==> src/rtl/lvds_rx_pkg.sv <==
// Shared constants and helpers for the LVDS receive lane array.
// Defaults here set the main ADC path configuration.
package lvds_rx_pkg;

    localparam string LVDS_IOSTANDARD = "LVDS";

    localparam int    DEF_NUM_LANES   = 8;
    localparam int    DEF_SYNC_STAGES = 2;
    localparam int    DEF_FILTER_LEN  = 4;
    localparam int    DEF_TIMEOUT     = 1024;
    localparam string DEF_DIFF_TERM   = "TRUE";

    // Bits needed to hold every value 0..n inclusive.
    function automatic int cnt_w(input int n);
        return $clog2(n + 1);
    endfunction

endpackage

==> src/rtl/lvds_lane_filter.sv <==
// One receive lane: synchroniser, consecutive-sample glitch filter,
// registered edge strobes and an activity watchdog.
module lvds_lane_filter
    import lvds_rx_pkg::*;
#(
    parameter int SYNC_STAGES = DEF_SYNC_STAGES,
    parameter int FILTER_LEN  = DEF_FILTER_LEN,
    parameter int TIMEOUT     = DEF_TIMEOUT
) (
    input  logic clk,
    input  logic rst_n,
    input  logic din_i,
    input  logic en_i,
    output logic level_o,
    output logic rise_o,
    output logic fall_o,
    output logic active_o
);

    localparam int            CW       = cnt_w(FILTER_LEN);
    localparam int            WW       = cnt_w(TIMEOUT);
    localparam logic [CW-1:0] CNT_LAST = CW'(FILTER_LEN - 1);
    localparam logic [WW-1:0] WD_MAX   = WW'(TIMEOUT);

    logic [SYNC_STAGES-1:0] sync_q, sync_d;
    logic [CW-1:0]          cnt_q, cnt_d;
    logic [WW-1:0]          wd_q, wd_d;
    logic                   level_q, level_d;
    logic                   rise_q, rise_d;
    logic                   fall_q, fall_d;
    logic                   active_q, active_d;

    logic s_w;
    logic mismatch_w;
    logic flip_w;

    // The synchroniser is never gated so re-enabling a lane sees settled data.
    assign sync_d     = {sync_q[SYNC_STAGES-2:0], din_i};
    assign s_w        = sync_q[SYNC_STAGES-1];
    assign mismatch_w = (s_w != level_q);
    assign flip_w     = mismatch_w && (cnt_q == CNT_LAST);

    always_comb begin
        cnt_d    = '0;
        level_d  = level_q;
        rise_d   = 1'b0;
        fall_d   = 1'b0;
        wd_d     = wd_q;
        active_d = (wd_q < WD_MAX);

        if (!en_i) begin
            // Forced low without a fall strobe; watchdog parked as after reset.
            level_d  = 1'b0;
            wd_d     = WD_MAX;
            active_d = 1'b0;
        end else if (flip_w) begin
            level_d = s_w;
            rise_d  = s_w;
            fall_d  = ~s_w;
            wd_d    = '0;
        end else begin
            if (mismatch_w) begin
                cnt_d = cnt_q + 1'b1;
            end
            if (wd_q < WD_MAX) begin
                wd_d = wd_q + 1'b1;
            end
        end
    end

    always_ff @(posedge clk or negedge rst_n) begin
        if (!rst_n) begin
            sync_q   <= '0;
            cnt_q    <= '0;
            level_q  <= 1'b0;
            rise_q   <= 1'b0;
            fall_q   <= 1'b0;
            wd_q     <= WD_MAX;
            active_q <= 1'b0;
        end else begin
            sync_q   <= sync_d;
            cnt_q    <= cnt_d;
            level_q  <= level_d;
            rise_q   <= rise_d;
            fall_q   <= fall_d;
            wd_q     <= wd_d;
            active_q <= active_d;
        end
    end

    assign level_o  = level_q;
    assign rise_o   = rise_q;
    assign fall_o   = fall_q;
    assign active_o = active_q;

endmodule

==> src/rtl/lvds_rx_ibufds.sv <==
// Behavioural differential input buffer with the same parameters as IBUFDS.
// An undriven (equal-leg) terminated pair resolves low, giving a fail-safe idle.
module lvds_rx_ibufds
    import lvds_rx_pkg::*;
#(
    parameter string IOSTANDARD = LVDS_IOSTANDARD,
    parameter string DIFF_TERM  = DEF_DIFF_TERM
) (
    input  logic pad_p_i,
    input  logic pad_n_i,
    output logic buf_o
);

    localparam bit IS_DIFF = (IOSTANDARD == "LVDS");
    localparam bit TERM_EN = (DIFF_TERM == "TRUE");

    always_comb begin
        buf_o = pad_p_i;
        if (IS_DIFF && TERM_EN && (pad_p_i == pad_n_i)) begin
            buf_o = 1'b0;
        end
    end

endmodule

==> src/rtl/lvds_rx_lane_array.sv <==
// Multi-lane LVDS receive front end: per lane a differential buffer,
// optional pair-swap inversion, then an independent filter lane.
module lvds_rx_lane_array
    import lvds_rx_pkg::*;
#(
    parameter int                   NUM_LANES   = DEF_NUM_LANES,
    parameter int                   SYNC_STAGES = DEF_SYNC_STAGES,
    parameter int                   FILTER_LEN  = DEF_FILTER_LEN,
    parameter int                   TIMEOUT     = DEF_TIMEOUT,
    parameter logic [NUM_LANES-1:0] INVERT_MASK = '0,
    parameter string                DIFF_TERM   = DEF_DIFF_TERM
) (
    input  logic                 clk,
    input  logic                 rst_n,
    input  logic [NUM_LANES-1:0] diff_p,
    input  logic [NUM_LANES-1:0] diff_n,
    input  logic [NUM_LANES-1:0] lane_en,
    output logic [NUM_LANES-1:0] lane_out,
    output logic [NUM_LANES-1:0] rise_pulse,
    output logic [NUM_LANES-1:0] fall_pulse,
    output logic [NUM_LANES-1:0] lane_active
);

    for (genvar i = 0; i < NUM_LANES; i++) begin : g_lane
        logic pad_lvl;
        logic lane_in;

        lvds_rx_ibufds #(
            .IOSTANDARD (LVDS_IOSTANDARD),
            .DIFF_TERM  (DIFF_TERM)
        ) u_ibuf (
            .pad_p_i (diff_p[i]),
            .pad_n_i (diff_n[i]),
            .buf_o   (pad_lvl)
        );

        // Undo a swapped P/N pair on the board.
        assign lane_in = pad_lvl ^ INVERT_MASK[i];

        lvds_lane_filter #(
            .SYNC_STAGES (SYNC_STAGES),
            .FILTER_LEN  (FILTER_LEN),
            .TIMEOUT     (TIMEOUT)
        ) u_lane (
            .clk      (clk),
            .rst_n    (rst_n),
            .din_i    (lane_in),
            .en_i     (lane_en[i]),
            .level_o  (lane_out[i]),
            .rise_o   (rise_pulse[i]),
            .fall_o   (fall_pulse[i]),
            .active_o (lane_active[i])
        );
    end

endmodule
==> config.mk <==
export PLATFORM = sky130hd
export DESIGN_NAME = lvds_rx_lane_array
export DESIGN_NICKNAME = d
export VERILOG_FILES = /design/src/rtl/lvds_rx_pkg.sv /design/src/rtl/lvds_lane_filter.sv /design/src/rtl/lvds_rx_ibufds.sv /design/src/rtl/lvds_rx_lane_array.sv
export SDC_FILE = /design/constraint.sdc
export NUM_CORES = 1
export LEC_CHECK = 0
export BUFFER_PORTS_ARGS = -buffer_cell sky130_fd_sc_hd__clkbuf_2
export CORE_MARGIN = 1
export CORE_UTILIZATION = 54
export DETAILED_ROUTE_END_ITERATION = 6
export PLACE_DENSITY = 0.84
export SYNTH_ARGS = -nofsm -noshare
export SYNTH_HDL_FRONTEND = slang
export SYNTH_SLANG_ARGS = --single-unit
==> constraint.sdc <==
create_clock -name clk -period 1.5 [get_ports clk]
set_input_delay 0.3 -clock clk [delete_from_list [all_inputs] [get_ports clk]]
set_output_delay 0.3 -clock clk [all_outputs]
set_load 0.005 [all_outputs]
Word-level counts from Yosys, hierarchy flattened
Index checks and enable logic that the tools add are counted.
W data, S select, Z words.
{"block": "classes", "add_sub_neg": 16, "magnitude_cmp": 8, "n_eq_ne": 40, "n_mux": 112, "bitwise": 8, "reduce_logical": 8}
{"operator": "$mux W11", "n": 24}
{"operator": "$add A11 B1 Y11 const B", "n": 8}
{"operator": "$lt A11 B11 Y1 const B", "n": 8}
{"operator": "$mux W3", "n": 24}
{"operator": "$mux W1", "n": 64}
{"operator": "$add A3 B1 Y3 const B", "n": 8}
{"operator": "$eq A3 B2 Y1 const B", "n": 8}
{"operator": "$ne A3 B1 Y1 const B", "n": 8}
{"operator": "$ne A2 B1 Y1 const B", "n": 8}
{"operator": "$eq A1 B1 Y1", "n": 8}
{"operator": "$logic_and A1 B1 Y1", "n": 8}
{"operator": "$ne A1 B1 Y1", "n": 8}
{"operator": "$not A1 Y1", "n": 8}
{"block": "word_totals", "register_bits": 160, "in_bits": 26, "output_inout_bits": 32}

Longest topological paths before layout
{"block": "depth", "word_depth": 4, "ltp_mapped": 5, "depth_no_buf": 5}

Cells and area by module
Synthesis repeated with hierarchy kept, for this count alone.
{"block": "hier_totals", "hier_cells": 626, "area_unflattened_um2": 7314.5}
{"module": "lvds_lane_filter (g_lane[0].u_lane ...)", "n_inst": 7, "cells_each": 77, "area_each_um2": 898.4, "seq_area_each_um2": 501.7}
{"module": "lvds_lane_filter (g_lane[6].u_lane)", "n_inst": 1, "cells_each": 79, "area_each_um2": 915.9, "seq_area_each_um2": 501.7}
{"module": "lvds_rx_ibufds", "n_inst": 8, "cells_each": 1, "area_each_um2": 13.8, "seq_area_each_um2": 0.0}

Worst setup path after synthesis
Ideal clock, no wire load.
{"block": "synth_timing", "kind": "register to register", "start": "register g_lane[3].u_lane.cnt_q[0]", "end": "register g_lane[3].u_lane.cnt_q[0]", "setup_ns": 0.072, "t_arrival_ns": 1.351, "path_slack_ns": 0.076, "path_stages_with_launch": 5, "n_path_buf": 0, "period_less_slack_ns": 1.424, "path_cell_list": "dfrtp_1 > ha_1 > ha_1 > or3b_2 > nor2_1"}
{"block": "synth_via", "elab_chain_cells": 4}
{"element": "start: declaration", "line_no": "lvds_lane_filter.sv:26", "rtl": "logic [CW-1:0] cnt_q, cnt_d;"}
{"element": "start signal: assignment", "line_no": "lvds_lane_filter.sv:82", "rtl": "cnt_q <= cnt_d;"}
{"element": "$add A3 B1 Y3 or $eq A3 B2 Y1 (tied branches)", "line_no": "lvds_lane_filter.sv:63, lvds_lane_filter.sv:41"}
{"element": "$mux W3 or $logic_and A1 B1 Y1 (tied branches)", "line_no": "lvds_lane_filter.sv:62, lvds_lane_filter.sv:41"}
{"element": "$mux W3 (*)", "line_no": "lvds_lane_filter.sv:56", "rtl": "end else if (flip_w) begin"}
{"element": "$mux W3 (*)", "line_no": "lvds_lane_filter.sv:51", "rtl": "if (!en_i) begin"}
{"element": "via g_lane[3].u_lane.cnt_d[0]", "line_no": "lvds_lane_filter.sv:26"}
The timed path passes the listed nets; every way through them passes the cells marked *.
A chain may end at the register's enable or synchronous reset.

Worst setup path in the final report
{"block": "layout_timing", "start": "register g_lane[0].u_lane.wd_q[0]", "end": "register g_lane[0].u_lane.wd_q[8]"}
{"block": "layout_via", "elab_chain_cells": 4}
{"element": "start: declaration", "line_no": "lvds_lane_filter.sv:27", "rtl": "logic [WW-1:0] wd_q, wd_d;"}
{"element": "start signal: assignment", "line_no": "lvds_lane_filter.sv:86", "rtl": "wd_q <= wd_d;"}
{"element": "$add A11 B1 Y11", "line_no": "lvds_lane_filter.sv:66", "rtl": "wd_d = wd_q + 1'b1;"}
{"element": "$mux W11", "line_no": "lvds_lane_filter.sv:65", "rtl": "if (wd_q < WD_MAX) begin"}
{"element": "$mux W11", "line_no": "lvds_lane_filter.sv:56"}
{"element": "$mux W11", "line_no": "lvds_lane_filter.sv:51"}
Several ways; a longest one is shown, not always the timed one. The select of a mux whose other input is x is not followed.

==> results.toml <==
[outcome]
status = "finished clean"

[finish]
fin_area_um2 = 8330
areaGrowthSynthToFinish_pct = 15.3
nNetsFinal = 778
drive_above_1_share_pct = 18.8
layoutNonFillerInstCount = 913
diodes = 0

[setup_path]
crit_fanout = 4
startpoint_type = "flop"
crit_arrival_ns = 1.79
cp_cell_sequence = "ha_2 > nand4b_1 > or3_1 > a21oi_2"
crit_required_ns = 1.84
critical-path-top-delay-family = "simple AND/OR/NAND/NOR gates"
cp_slowest_cell = "or3_1"
critical_path_buf_inv_count = 0
cp_slowest_stage_delay_ns = 0.42
worstSetupEndpointType = "flop"
crit_type = "reg2reg"

[floorplan]
dieArea_um2 = 13800
io-pin-count = 58
die_h_um = 118
die-width_um = 118
start_util_pct = 56.3
rows = 41
coreArea_um2 = 12800

[clocking]
cts_tree = "yes"
htreeDepth = 4
root_buffer = "clkbuf_16"
clk_pin_slew_ns = 0.06
cts_buffers = 17
clock_latency_ns = 0.42
cts_buffer_depth = 2
cts.sinks = 160

[routing]
routed_wl_mm = 13.1
vias = 5033
drt_iter0_drc = 271
wl_per_cell_um = 14.3
dr.pass1.iters = 5
drc_errors = 0
routed_via_density = 5.51
ant_nets = 0

[grt]
antenna_found_initial = 0
overflow = 0
grt_pass1_wl_mm = 22.9
first_global_vias = 5140
grt_max_degree = 47
track_usage_pct = 20.7

[placed_design]
hpwl_mm = 9.15
gp_congestion = 0.793
numPortBuffers = 57
placed_cells = 870
place_area_um2 = 7590

[yosys]
syn-num-nets = 717
synth_edf_count = 0
synth_seq_cells = 160
ys.flop_type = "dfrtp_1"
ys_warn_count = 0
async_flop_share_pct = 100
syn_area_um2 = 7230
synth.distinct_cells = 38
postSynthAreaPerCell_um2 = 10.8
ys_seq_area_share_pct = 55.5
syn_inst = 667

[timing]
setup_tns_ns = 0
post-route-period-util_pct = 96.5
hold_viol = 0
setup_viol = 0
slew_violations = 0
slew_headroom_pct = 70.2
finalCriticalPeriod_ns = 1.45
hold_slack_ns = 0.0238
finalClockSkew_ns = 0.00627
fmax_mhz = 691
rsz0062_at_grt = "yes"
worst_pin_slew_ns = 0.444

[pwr]
power_density_nw_per_um2 = 1060
peakVddDrop_mv = 0.722
p_leak_nw = 3.74

[job]
maxCapViolCount = 0

[worst_hold_path]
hold_path.class = "in2reg"
## metal layers
| metal | up-vias | wire length (um) | global-route usage (%) |
|---|---|---|---|
| met5 | - | 0 | 0 |
| met4 | 0 | 153 | 8.57 |
| met3 | 15 | 373 | 5.23 |
| met2 | 90 | 6990 | 36.6 |
| met1 | 2511 | 5580 | 23.8 |
| li1 | 2417 | - | - |
## synthesized netlist by cell type (all sizes together) (10+ instances only)
| library cell | number | area, um2 |
|---|---|---|
| mux2i | 18 | 180 |
| nand3b | 12 | 90.1 |
| inv | 29 | 109 |
| dfrtp | 152 | 3800 |
| nand4b | 16 | 140 |
| nor2b | 26 | 163 |
| xnor2 | 10 | 87.6 |
| buf | 37 | 274 |
| or4 | 19 | 143 |
| nand2 | 29 | 109 |
| nor2 | 80 | 300 |
| o31ai | 19 | 143 |
| ha | 24 | 300 |
| o21ai | 29 | 145 |
| nand3 | 23 | 115 |
| xor2 | 28 | 245 |
| a21oi | 43 | 215 |
| or3 | 26 | 164 |
## cell type report
class / instances / area [um2]
fillers: 978 / 4490
flip-flops and latches: 160 / 4010
multi-input cells: 437 / 2880
repair buffers: 83 / 529
clock buffers: 23 / 478
well taps: 172 / 215
inverters: 29 / 109
clock inverters: 9 / 108
## stage by stage
| step | power, mW | util [%] | worst slack (ns) |
|---|---|---|---|
| after floorplan | 4.54 | - | 0.0762 |
| after global placement | 4.70 | 59.2 | 0.0370 |
| after detailed placement | 4.71 | 59.2 | -0.121 |
| after CTS | 8.93 | 64.0 | 0.0236 |
| after global routing | 9.18 | 65.0 | -0.0307 |
| final | 8.86 | 65.0 | 0.0531 |
## layout by cell type (no fill, tap or decap), drive strengths merged
cell and instances:
xor2 28, dfrtp 152, nor2b 26, nor3 2, buf 25, a21oi 43, clkinv 2, nand2 29
or4 19, a21bo 2, nand3b 12, or3 26, nand4b 16, o31a 2, nor4 2, dlygate4sd3 2
mux2i 18, ha 24, o31ai 19, o211ai 2, nand3 23, nor3b 8, inv 29, nand2b 2
a22oi 1, and2 2, bufinv 2, dfstp 8, xnor2 10, clkbuf 79, or3b 3, nor2 80
a21o 2, clkinvlp 5, o21ai 29, nand4 7
## power by group
| part | leakage [nW] | internal (mW) | switching [mW] |
|---|---|---|---|
| sequential | 2.19 | 4.35 | 0.0256 |
| clock | 0.271 | 2.58 | 1.64 |
| combinational | 1.28 | 0.0913 | 0.177 |
## flip-flops by register name, summed over array words and instances (netlist names)
| name | count |
|---|---|
| g_lane.u_lane.rise_o | 8 |
| g_lane.u_lane.wd_q | 88 |
| g_lane.u_lane.fall_o | 8 |
| g_lane.u_lane.cnt_q | 24 |
| g_lane.u_lane.active_o | 8 |
| g_lane.u_lane.sync_q | 16 |
| g_lane.u_lane.level_o | 8 |
## what timing repair did
| item | 4_1_cts | 5_1_grt |
|---|---|---|
| gates resized for setup | 5 | 14 |
| setup endpoints to repair | 39 | 18 |
| pin swaps | 1 | 2 |
| buffers inserted | 1 | 8 |
| hold buffers | 1 | 1 |
| endpoints found under the hold margin | 26 | 1 |
## cells by family after synthesis
| group | after synthesis | synth area share [%] |
|---|---|---|
| mux | 18 | 2.49 |
| compound gates | 100 | 8.00 |
| xor+xnor | 38 | 4.61 |
| fa+ha+maj | 24 | 4.16 |
| flops | 160 | 55.5 |
| buf+inv | 70 | 5.51 |
| simple gates | 257 | 19.7 |
## worst paths after layout
path	startpoint	slack (ns)	endpoint	cells past startpoint
max in group asynchronous	rst_n	0.54	g_lane[1].u_lane.wd_q[10]$_DFFE_PN1P_	3
min in group asynchronous	rst_n	0.34	g_lane[5].u_lane.sync_q[1]$_DFF_PN0_	2
max	g_lane[0].u_lane.wd_q[0]$_DFFE_PN0P_	0.05	g_lane[0].u_lane.wd_q[8]$_DFFE_PN0P_	4
min	diff_n[0]	0.02	g_lane[0].u_lane.sync_q[0]$_DFF_PN0_	2
min reg2reg	g_lane[6].u_lane.sync_q[0]$_DFF_PN0_	0.35	g_lane[6].u_lane.sync_q[1]$_DFF_PN0_	0
max reg2reg	g_lane[0].u_lane.wd_q[0]$_DFFE_PN0P_	0.05	g_lane[0].u_lane.wd_q[8]$_DFFE_PN0P_	4
## worst register-to-register path, cell delays in order, from the launching register on
cell      delay (ns)
dfrtp_1         0.41
ha_2            0.21
nand4b_1        0.17
or3_1           0.42
a21oi_2         0.16
No activity file was read; power rests on OpenSTA's default activity.
